## src/rtl/uart_receiver.sv

```systemverilog
// Oversampling UART receiver: start/data/stop framing on a shared baud Tick,
// mid-bit sampling, false-start rejection and framing-error reporting.
module uart_receiver #(
  parameter int DATA_BITS      = 8,
  parameter int OVERSAMPLE     = 16,
  parameter int STOP_BIT_TICKS = 16
) (
  input  logic                 Clock,
  input  logic                 ResetN,
  input  logic                 Tick,
  input  logic                 Rx,
  output logic [DATA_BITS-1:0] DataOut,
  output logic                 RxDone,
  output logic                 FrameError
);

  // The tick counter must reach both a full bit period and the stop-bit span.
  localparam int TICK_SPAN = (STOP_BIT_TICKS > OVERSAMPLE) ? STOP_BIT_TICKS : OVERSAMPLE;
  localparam int TW        = (TICK_SPAN > 1) ? $clog2(TICK_SPAN) : 1;
  localparam int BW        = (DATA_BITS > 1) ? $clog2(DATA_BITS) : 1;

  localparam logic [TW-1:0] HALF_LAST = TW'(OVERSAMPLE / 2 - 1);
  localparam logic [TW-1:0] BIT_LAST  = TW'(OVERSAMPLE - 1);
  localparam logic [TW-1:0] STOP_LAST = TW'(STOP_BIT_TICKS - 1);
  localparam logic [BW-1:0] DATA_LAST = BW'(DATA_BITS - 1);

  typedef enum logic [1:0] {
    IDLE  = 2'd0,
    START = 2'd1,
    DATA  = 2'd2,
    STOP  = 2'd3
  } state_t;

  state_t               state_q;
  logic [TW-1:0]        tickCnt_q;
  logic [BW-1:0]        bitCnt_q;
  logic [DATA_BITS-1:0] shift_q;
  logic                 rxMeta_q;
  logic                 rxSync_q;

  // Rx is asynchronous; reset to the idle-high level so no false start follows reset.
  always_ff @(posedge Clock or negedge ResetN) begin
    if (!ResetN) begin
      rxMeta_q <= 1'b1;
      rxSync_q <= 1'b1;
    end else begin
      rxMeta_q <= Rx;
      rxSync_q <= rxMeta_q;
    end
  end

  always_ff @(posedge Clock or negedge ResetN) begin
    if (!ResetN) begin
      state_q    <= IDLE;
      tickCnt_q  <= '0;
      bitCnt_q   <= '0;
      shift_q    <= '0;
      DataOut    <= '0;
      RxDone     <= 1'b0;
      FrameError <= 1'b0;
    end else begin
      RxDone <= 1'b0;
      case (state_q)
        IDLE: begin
          if (!rxSync_q) begin
            state_q   <= START;
            tickCnt_q <= '0;
          end
        end
        START: begin
          if (Tick) begin
            if (tickCnt_q == HALF_LAST) begin
              tickCnt_q <= '0;
              if (!rxSync_q) begin
                state_q  <= DATA;
                bitCnt_q <= '0;
              end else begin
                state_q <= IDLE;
              end
            end else begin
              tickCnt_q <= tickCnt_q + TW'(1);
            end
          end
        end
        DATA: begin
          if (Tick) begin
            if (tickCnt_q == BIT_LAST) begin
              tickCnt_q <= '0;
              shift_q   <= {rxSync_q, shift_q[DATA_BITS-1:1]};
              if (bitCnt_q == DATA_LAST) begin
                state_q <= STOP;
              end else begin
                bitCnt_q <= bitCnt_q + BW'(1);
              end
            end else begin
              tickCnt_q <= tickCnt_q + TW'(1);
            end
          end
        end
        // Leaving at mid stop bit lets a following start edge be caught with no idle gap.
        STOP: begin
          if (Tick) begin
            if (tickCnt_q == STOP_LAST) begin
              DataOut    <= shift_q;
              FrameError <= ~rxSync_q;
              RxDone     <= 1'b1;
              state_q    <= IDLE;
              tickCnt_q  <= '0;
            end else begin
              tickCnt_q <= tickCnt_q + TW'(1);
            end
          end
        end
        default: begin
          state_q   <= IDLE;
          tickCnt_q <= '0;
        end
      endcase
    end
  end

endmodule

```

## config.mk

```make
export PLATFORM = sky130hd
export DESIGN_NAME = uart_receiver
export DESIGN_NICKNAME = d
export VERILOG_FILES = /design/src/rtl/uart_receiver.sv
export SDC_FILE = /design/constraint.sdc
export NUM_CORES = 1
export LEC_CHECK = 0
export CAP_MARGIN = 20
export CELL_PAD_IN_SITES_DETAIL_PLACEMENT = 1
export CELL_PAD_IN_SITES_GLOBAL_PLACEMENT = 2
export CORE_MARGIN = 4
export CORE_UTILIZATION = 40
export DETAILED_ROUTE_END_ITERATION = 7
export PLACE_DENSITY_LB_ADDON = 0.12
export SYNTH_ARGS = -nofsm -noshare
export SYNTH_HDL_FRONTEND = slang
export SYNTH_SLANG_ARGS = --single-unit
```

## constraint.sdc

```tcl
create_clock -name Clock -period 3.95 [get_ports Clock]
set_clock_uncertainty 0.15 [all_clocks]
set_input_delay 0.79 -clock Clock [delete_from_list [all_inputs] [get_ports Clock]]
set_output_delay 0.79 -clock Clock [all_outputs]
set_load 0.05 [all_outputs]
```

* After elaboration in Yosys (flattened, before gate mapping) *
Index checks and enable logic that the tools add are counted.

word-level totals
  register bits = 29
  input port bits = 4
  output and inout port bits = 10
  word-level logic and storage cells = 63

operators by class
  $add $sub $neg = 2
  equal/unequal tests = 17
  multiplexer cells = 26
  bitwise logic cells = 1
  reductions and logical operators = 8

operators by type and width
  kind                                                              count
  4-bit 2-to-1 mux                                                  5
  2-bit != test (second input constant)                             10
  2-bit 2-to-1 mux                                                  9
  3-bit 2-to-1 mux                                                  6
  4-bit case mux with 3 select lines                                1
  3-bit AND reduction                                               3
  2-bit case mux with 4 select lines                                1
  8-bit AND reduction                                               1
  7-bit AND reduction                                               1
  3-bit case mux with 2 select lines                                1
  4-bit by 1-bit adder with 4-bit output (second input constant)    1
  2-bit == test (second input constant)                             2
  4-bit by 3-bit == test with 1-bit output (second input constant)  1
  4-bit == test (second input constant)                             1
  3-bit by 1-bit adder with 3-bit output (second input constant)    1
  3-bit == test (second input constant)                             1
  1-bit 2-to-1 mux                                                  3
  2-bit by 1-bit == test with 1-bit output (second input constant)  1
  2-bit logical NOT                                                 1
  2-bit by 1-bit != test with 1-bit output (second input constant)  1
  2-bit nonzero test                                                1
  2-bit OR reduction                                                1
  1-bit NOT                                                         1

* Depth between registers and ports, before layout *
Gate-level depths: netlist of run 1.

  depth after elaboration = 5
  gate-level depth with buffers = 6
  depth with buffers taken out = 6

* Worst setup path before layout of run 1 *
Ideal clock, no wire load.

  path kind = input -> register
  from = input port Tick
  to = register DataOut[0]
  setup time = 0.127 ns
  arrival = 1.616 ns
  data required time = 3.673 ns
  setup slack = 2.056 ns
  cell stages on the path = 4
  path buffers = 1
  path through = and3_4 -> and4_1 -> buf_6 -> mux2_1

on the way
  longest elaborated chain between the ends = 1

ends and longest elaborated chain
  what                                  RTL line  RTL
  from (decl)                           10        input logic Tick,
  3-bit AND reduction (no source line)  --
  to (signal assigned)                  104       DataOut <= shift_q;
  to (decl)                             12        output logic [DATA_BITS-1:0] DataOut,

No other way between the ends.
A chain may end at the register's enable or synchronous reset.

* Final worst setup path of run 1 *
  from = input port Tick
  to = register DataOut[4]

The elaborated chain is that of the path after synthesis.

==> impl_metrics.env, run 1 <==
export IMPL_status="finished clean"
export IMPL_antenna_found_initial=0
export IMPL_postCtsResizedCells=0
export IMPL_track_usage_pct=13.4
export IMPL_max_slew_margin_pct=66.5
export IMPL_wl_per_cell_microns=14.6
export IMPL_hpwlAfterDp_mm=1.61
export IMPL_cellPowerDensity_nw_per_um2=507
export IMPL_cp_top_family="simple AND/OR/NAND/NOR gates"
export IMPL_layout_nets=120
export IMPL_worst_slack_ns=1.46
export IMPL_worstMarginPinSlew_ns=0.500
export IMPL_cp_cell_sequence="clkdlybuf4s50_1 -> and3_4 -> and4_1 -> mux2_1"
export IMPL_cts_sinks=29
export IMPL_io_pins=14
export IMPL_register_area_sq_um=728
export IMPL_seq_area_frac_synth_pct=57.3
export IMPL_ctsRootBufferMaster="clkbuf_4"
export IMPL_gp_congestion=0.719
export IMPL_crit_buf_inv=1
export IMPL_initial_core_util_pct=41.6
export IMPL_p_leak_nw=0.711
export IMPL_post_route_period_util_pct=63.0
export IMPL_tns_ns=0
export IMPL_max_freq_ghz=0.402
export IMPL_drive_above_1_share_pct=20.2
export IMPL_coreArea_sq_um=3050
export IMPL_ir_drop_mv=0.234
export IMPL_cp_arrival_ns=2.54
export IMPL_fillers=325
export IMPL_required_ns=4.00
export IMPL_syn_area_per_cell_sq_um=13.1
export IMPL_cp_max_fo=10
export IMPL_synthArstFlopShare_pct=100
export IMPL_cts_hold_buf=0
export IMPL_clk_latency_ns=0.32
export IMPL_ys_flop_type="dfrtp_1"
export IMPL_grt_pass1_vias=902
export IMPL_yosysWarnings=0
export IMPL_power_uw=765
export IMPL_place_ws_ns=1.12
export IMPL_portBuffers=13
export IMPL_dr_total_vias=811
export IMPL_die_x_microns=64.4
export IMPL_synth_top_cell_area_share_pct=53.1
export IMPL_min_path_type="reg -> reg"
export IMPL_synth_cells=97
export IMPL_area_growth_pct=18.6
export IMPL_clockBufferDepth=2
export IMPL_synth_top_cell_by_area="dfrtp_1"
export IMPL_netlist_cell_type_count=32
export IMPL_first_pass_iters=3
export IMPL_slowest_delay_ns=0.64
export IMPL_grt_max_degree=30
export IMPL_clk_pin_slew_ns=0.09
export IMPL_synth_edf_count=0
export IMPL_dieArea_sq_um=4140
export IMPL_slowest_stage="clkdlybuf4s50_1"
export IMPL_drv_cap=0
export IMPL_placedCellCount=150
export IMPL_wl_mm=2.30
export IMPL_syn_cell_area_sq_um=1270
export IMPL_cts_tree="done"
export IMPL_diodes=0
export IMPL_synthTopCellsByArea="dfrtp_1 53%, mux2_1 8.0%, mux2_2 8.0%"
export IMPL_slew_violations=0
export IMPL_cts_max_level=2
export IMPL_viasPerCell=5.13
export IMPL_post_cts_buffers=0
export IMPL_syn_num_nets=104
export IMPL_overflow=0
export IMPL_cp_end_kind="flop"
export IMPL_setup_viol=0
export IMPL_final_cells=158
export IMPL_multi_input_area_sq_um=494
export IMPL_cp_start_kind="input pin"
export IMPL_numCtsBuffers=5
export IMPL_ant_nets=0
export IMPL_rows=20
export IMPL_drc=0
export IMPL_synth_seq_cells=29
export IMPL_crit_type="in -> reg"
export IMPL_fin_crit_ns=2.49
export IMPL_rsz0062_at_grt="false"
export IMPL_grt_pass1_wl_mm=4.22
export IMPL_hold_violations=0
export IMPL_drtIter0Drc=30
export IMPL_fp_dieH_microns=64.4
==> worst reg2reg max path, stage by stage, from the launching register on <==
cell     delay (ns)
dfrtp_1        0.40
ha_1           0.24
and3_4         0.22
and4_1         0.49
mux2_1         0.37
==> through the flow <==
stage / hold WS, ns / cell area (sq um) / util [%]
after global routing: 0.222 / 1510 / 49.4
after detailed placement: 0.198 / 1420 / 46.6
after global placement: 0.198 / 1420 / 46.6
final: 0.212 / 1510 / 49.4
after floorplan: 0.195 / 1270 / -
after CTS: 0.212 / 1510 / 49.4
==> flip-flops by register name (all words and copies together) (netlist names), named ones only <==
register and flops:
RxDone 1, tickCnt_q 4, FrameError 1, state_q 1, bitCnt_q 3, shift_q 8
DataOut 8, rxMeta_q 1, rxSync_q 1
==> routing by layer <==
layer / track usage (%) / vias to the layer above / wire [microns] / part of all wire [%]
met2: 21.1 / 12 / 1070 / 47
li1: - / 379 / - / -
met1: 16.6 / 415 / 1110 / 48
met4: 6.33 / 0 / 44 / 1.9
met3: 4.39 / 5 / 79 / 3.4
met5: 0 / - / 0 / 0
==> path summary, 6_finish.rpt <==
kind                               from           end  slack (ns)  cells past startpoint
setup / recovery                   Tick    DataOut[4]        1.46                      4
hold / removal                 rxMeta_q      rxSync_q        0.21                      0
setup reg to reg           tickCnt_q[0]    DataOut[4]        1.98                      4
hold reg to reg                rxMeta_q      rxSync_q        0.21                      0
max in group asynchronous        ResetN      rxMeta_q        2.63                      2
min in group asynchronous        ResetN  tickCnt_q[2]        0.70                      2
==> area by class of cell <==
cell class	instances	share of cell area [%]
clock buffers	7	3.65
clock inverters	1	1.99
inverters	2	0.498
multi-input cells	61	32.8
flip-flops and latches	29	48.3
well taps	44	3.65
repair buffers	14	9.13
==> Yosys cell counts (2+ instances only) <==
| master | n |
|---|---|
| nand2_1 | 7 |
| and3_4 | 2 |
| dfrtp_1 | 27 |
| dfstp_2 | 2 |
| a31oi_1 | 3 |
| a22o_1 | 2 |
| nand3_1 | 2 |
| nor2_1 | 3 |
| ha_1 | 3 |
| o21ai_0 | 5 |
| nor3b_1 | 2 |
| mux2_1 | 9 |
| inv_1 | 2 |
| buf_2 | 2 |
| mux2_2 | 9 |
==> report_power, final <==
part	internal, mW	switching (mW)
Sequential	0.330	0.0535
Clock	0.151	0.101
Combinational	0.0598	0.0702
==> cells by family after synthesis <==
family / Yosys count / share of synthesized area [%]
AO/OA/AOI/OAI: 16 / 8.47
XOR/XNOR: 1 / 0.689
adder cells (fa/ha/maj): 3 / 2.95
buffers and inverters: 7 / 3.84
flip-flops: 29 / 57.3
multiplexers: 18 / 15.9
AND/OR/NAND/NOR: 23 / 10.8
==> cells in the final DEF (no fill, tap or decap) <==
| cell type | count |
|---|---|
| buf_4 | 1 |
| a21o_1 | 1 |
| inv_1 | 2 |
| bufinv_16 | 1 |
| and2_0 | 1 |
| clkbuf_8 | 1 |
| a21oi_1 | 1 |
| a32oi_1 | 1 |
| clkdlybuf4s50_1 | 13 |
| nor2_1 | 3 |
| mux2_1 | 9 |
| and4_1 | 1 |
| a22o_1 | 2 |
| nand2_1 | 7 |
| nor3_1 | 1 |
| a41oi_1 | 1 |
| o22ai_1 | 1 |
| clkbuf_4 | 5 |
| nor2b_4 | 1 |
| dfstp_2 | 2 |
| clkbuf_1 | 1 |
| a31oi_1 | 3 |
| or2_2 | 1 |
| nor2b_1 | 1 |
| dfrtp_1 | 27 |
| a32o_1 | 1 |
| nand3_1 | 2 |
| ha_1 | 3 |
| and3_4 | 2 |
| and3_1 | 1 |
| nor3b_1 | 2 |
| o21ai_0 | 5 |
| xnor2_1 | 1 |
| mux2_2 | 9 |
Power figures use the tool's default switching activity.
==> run 2, diff against run 1 <==
- CORE_UTILIZATION: 40 -> 37
- clock period: 3.95 -> 2.5 ns (I/O delays scaled with it)
==> run 2 against run 1 <==
Critical path depth down 3. Utilization down 4.7 points. Clock-buffer cell count down 1. Via count down 2.8%. Total power up 40%. Sequential share of layout area up 0.53 points. Wire length down 0.17%. Non-clock buffer count up 2. Register-to-register slack worse by 1.3 ns. Global-route usage down 0.88 points. Sequential cell count unchanged.
==> impl_metrics.env, run 2 (synthesis gave the netlist of run 1 again) <==
export IMPL_status="finished clean"
export IMPL_cp_top_family="buffers and inverters"
export IMPL_viasPerCell=4.86
export IMPL_drv_cap=0
export IMPL_initial_core_util_pct=38.1
export IMPL_switching_share_pct=32.5
export IMPL_tns_ns=0
export IMPL_io_pins=14
export IMPL_cts_hold_buf=0
export IMPL_fin_crit_ns=2.14
export IMPL_cp_end_kind="primary output"
export IMPL_worstHoldStart="rxMeta_q"
export IMPL_cp_arrival_ns=1.49
export IMPL_drive_above_1_share_pct=21.6
export IMPL_track_usage_pct=12.6
export IMPL_wl_mm=2.30
export IMPL_hold_violations=0
export IMPL_critPathLaunch="DataOut[3]"
export IMPL_r2r_start="tickCnt_q[0]"
export IMPL_first_pass_iters=4
export IMPL_coreArea_sq_um=3340
export IMPL_cts_max_level=2
export IMPL_diodes=0
export IMPL_numCtsBuffers=5
export IMPL_cellPowerDensity_nw_per_um2=719
export IMPL_required_ns=1.85
export IMPL_final_cell_mix="27 x dfrtp_1, 13 x clkdlybuf4s50_1, 9 x mux2_1, 9 x mux2_2, 7 x nand2_1"
export IMPL_seqPwrFrac_pct=56.5
export IMPL_dieArea_sq_um=4440
export IMPL_cp_start_kind="flop"
export IMPL_internal_power_uw=723
export IMPL_grt_pass1_vias=841
export IMPL_drtIter0Drc=26
export IMPL_slowest_delay_ns=0.81
export IMPL_antenna_found_initial=0
export IMPL_rsz0062_at_grt="false"
export IMPL_cp_cell_sequence="clkdlybuf4s50_1"
export IMPL_grt_max_degree=30
export IMPL_gp_congestion=0.762
export IMPL_cp_max_fo=2
export IMPL_max_slew_margin_pct=66.7
export IMPL_r2r_slack_ns=0.65
export IMPL_clk_pin_slew_ns=0.09
export IMPL_portBuffers=13
export IMPL_ir_drop_mv=0.256
export IMPL_drc=0
export IMPL_post_route_period_util_pct=85.4
export IMPL_die_x_microns=66.6
export IMPL_ctsRootBufferMaster="clkbuf_4"
export IMPL_cts_tree="done"
export IMPL_post_cts_buffers=0
export IMPL_reg_largest_list="DataOut: 8 flops, shift_q: 8 flops, tickCnt_q: 4 flops"
export IMPL_fp_dieH_microns=66.6
export IMPL_crit_type="reg -> out"
export IMPL_wl_per_cell_microns=14.2
export IMPL_worstMarginPinSlew_ns=0.499
export IMPL_area_growth_pct=17.3
export IMPL_power_frac_comb_pct=18.8
export IMPL_ant_nets=0
export IMPL_cts_sinks=29
export IMPL_dr_total_vias=788
export IMPL_layout_nets=122
export IMPL_min_path_type="reg -> reg"
export IMPL_clk_latency_ns=0.32
export IMPL_crit_buf_inv=1
export IMPL_max_freq_ghz=0.468
export IMPL_setup_viol=0
export IMPL_clockPowerShare_pct=24.7
export IMPL_p_leak_nw=0.708
export IMPL_final_area_sq_um=1490
export IMPL_overflow=0
export IMPL_rows=21
export IMPL_postCtsResizedCells=0
export IMPL_slew_violations=0
export IMPL_final_common_cell="dfrtp_1"
export IMPL_grt_pass1_wl_mm=3.98
export IMPL_hpwlAfterDp_mm=1.67
export IMPL_clockBufferDepth=2
export IMPL_p_sw_uw=349
export IMPL_post_dp_cell_area_sq_um=1440
export IMPL_slowest_stage="clkdlybuf4s50_1"
## run 2: cell count changes in the layout (fill, tap and decap cells not counted), sizes merged
cell	delta
clkinv	+2
buf	+2
bufinv	-1
clkbuf	-1
## run 2: cell type report
type | instances | area (sq um)
fill | 365 | 1850
clock inverter | 2 | 10.0
clock buffer | 6 | 41.3
tap | 46 | 57.6
timing repair buffer | 16 | 153
multi-input combinational | 61 | 494
inverter | 2 | 7.51
sequential | 29 | 728
## run 2: per-layer routing
layer,global-route usage (%),share of wire (%),vias up,wire [microns]
li1,-,-,386,-
met1,15.4,47,382,1090
met2,19.1,47,14,1080
met3,4.05,4.2,6,97
met4,7.61,1.4,0,31
met5,0,0,-,0
## run 2: power groups by stage
| stage | clock [mW] | sequential, mW | combinational [mW] |
|---|---|---|---|
| after CTS | 0.284 | 0.605 | 0.205 |
| after global placement | 0 | 0.616 | 0.200 |
| after detailed placement | 0 | 0.615 | 0.203 |
| final | 0.265 | 0.605 | 0.201 |
| after global routing | 0.308 | 0.620 | 0.231 |
| after floorplan | 0 | 0.564 | 0.200 |
## run 2: metrics by stage
step	instances	worst slack, ns	hold WS, ns	utilization [%]	power (mW)
global route	162	0.277	0.222	44.7	1.16
global placement	154	0.322	0.197	43.2	0.816
finish	162	0.365	0.210	44.7	1.07
floorplan	97	0.773	0.0544	-	0.763
detailed placement	154	0.266	0.198	43.2	0.818
CTS	162	0.323	0.212	44.7	1.09
## run 2: final timing paths
check                          endpoint  depth (start not counted)
max in group asynchronous      rxMeta_q                          2
min                            rxSync_q                          0
max                          DataOut[3]                          1
max reg2reg                  DataOut[1]                          5
min in group asynchronous  tickCnt_q[1]                          2
min reg2reg                    rxSync_q                          0
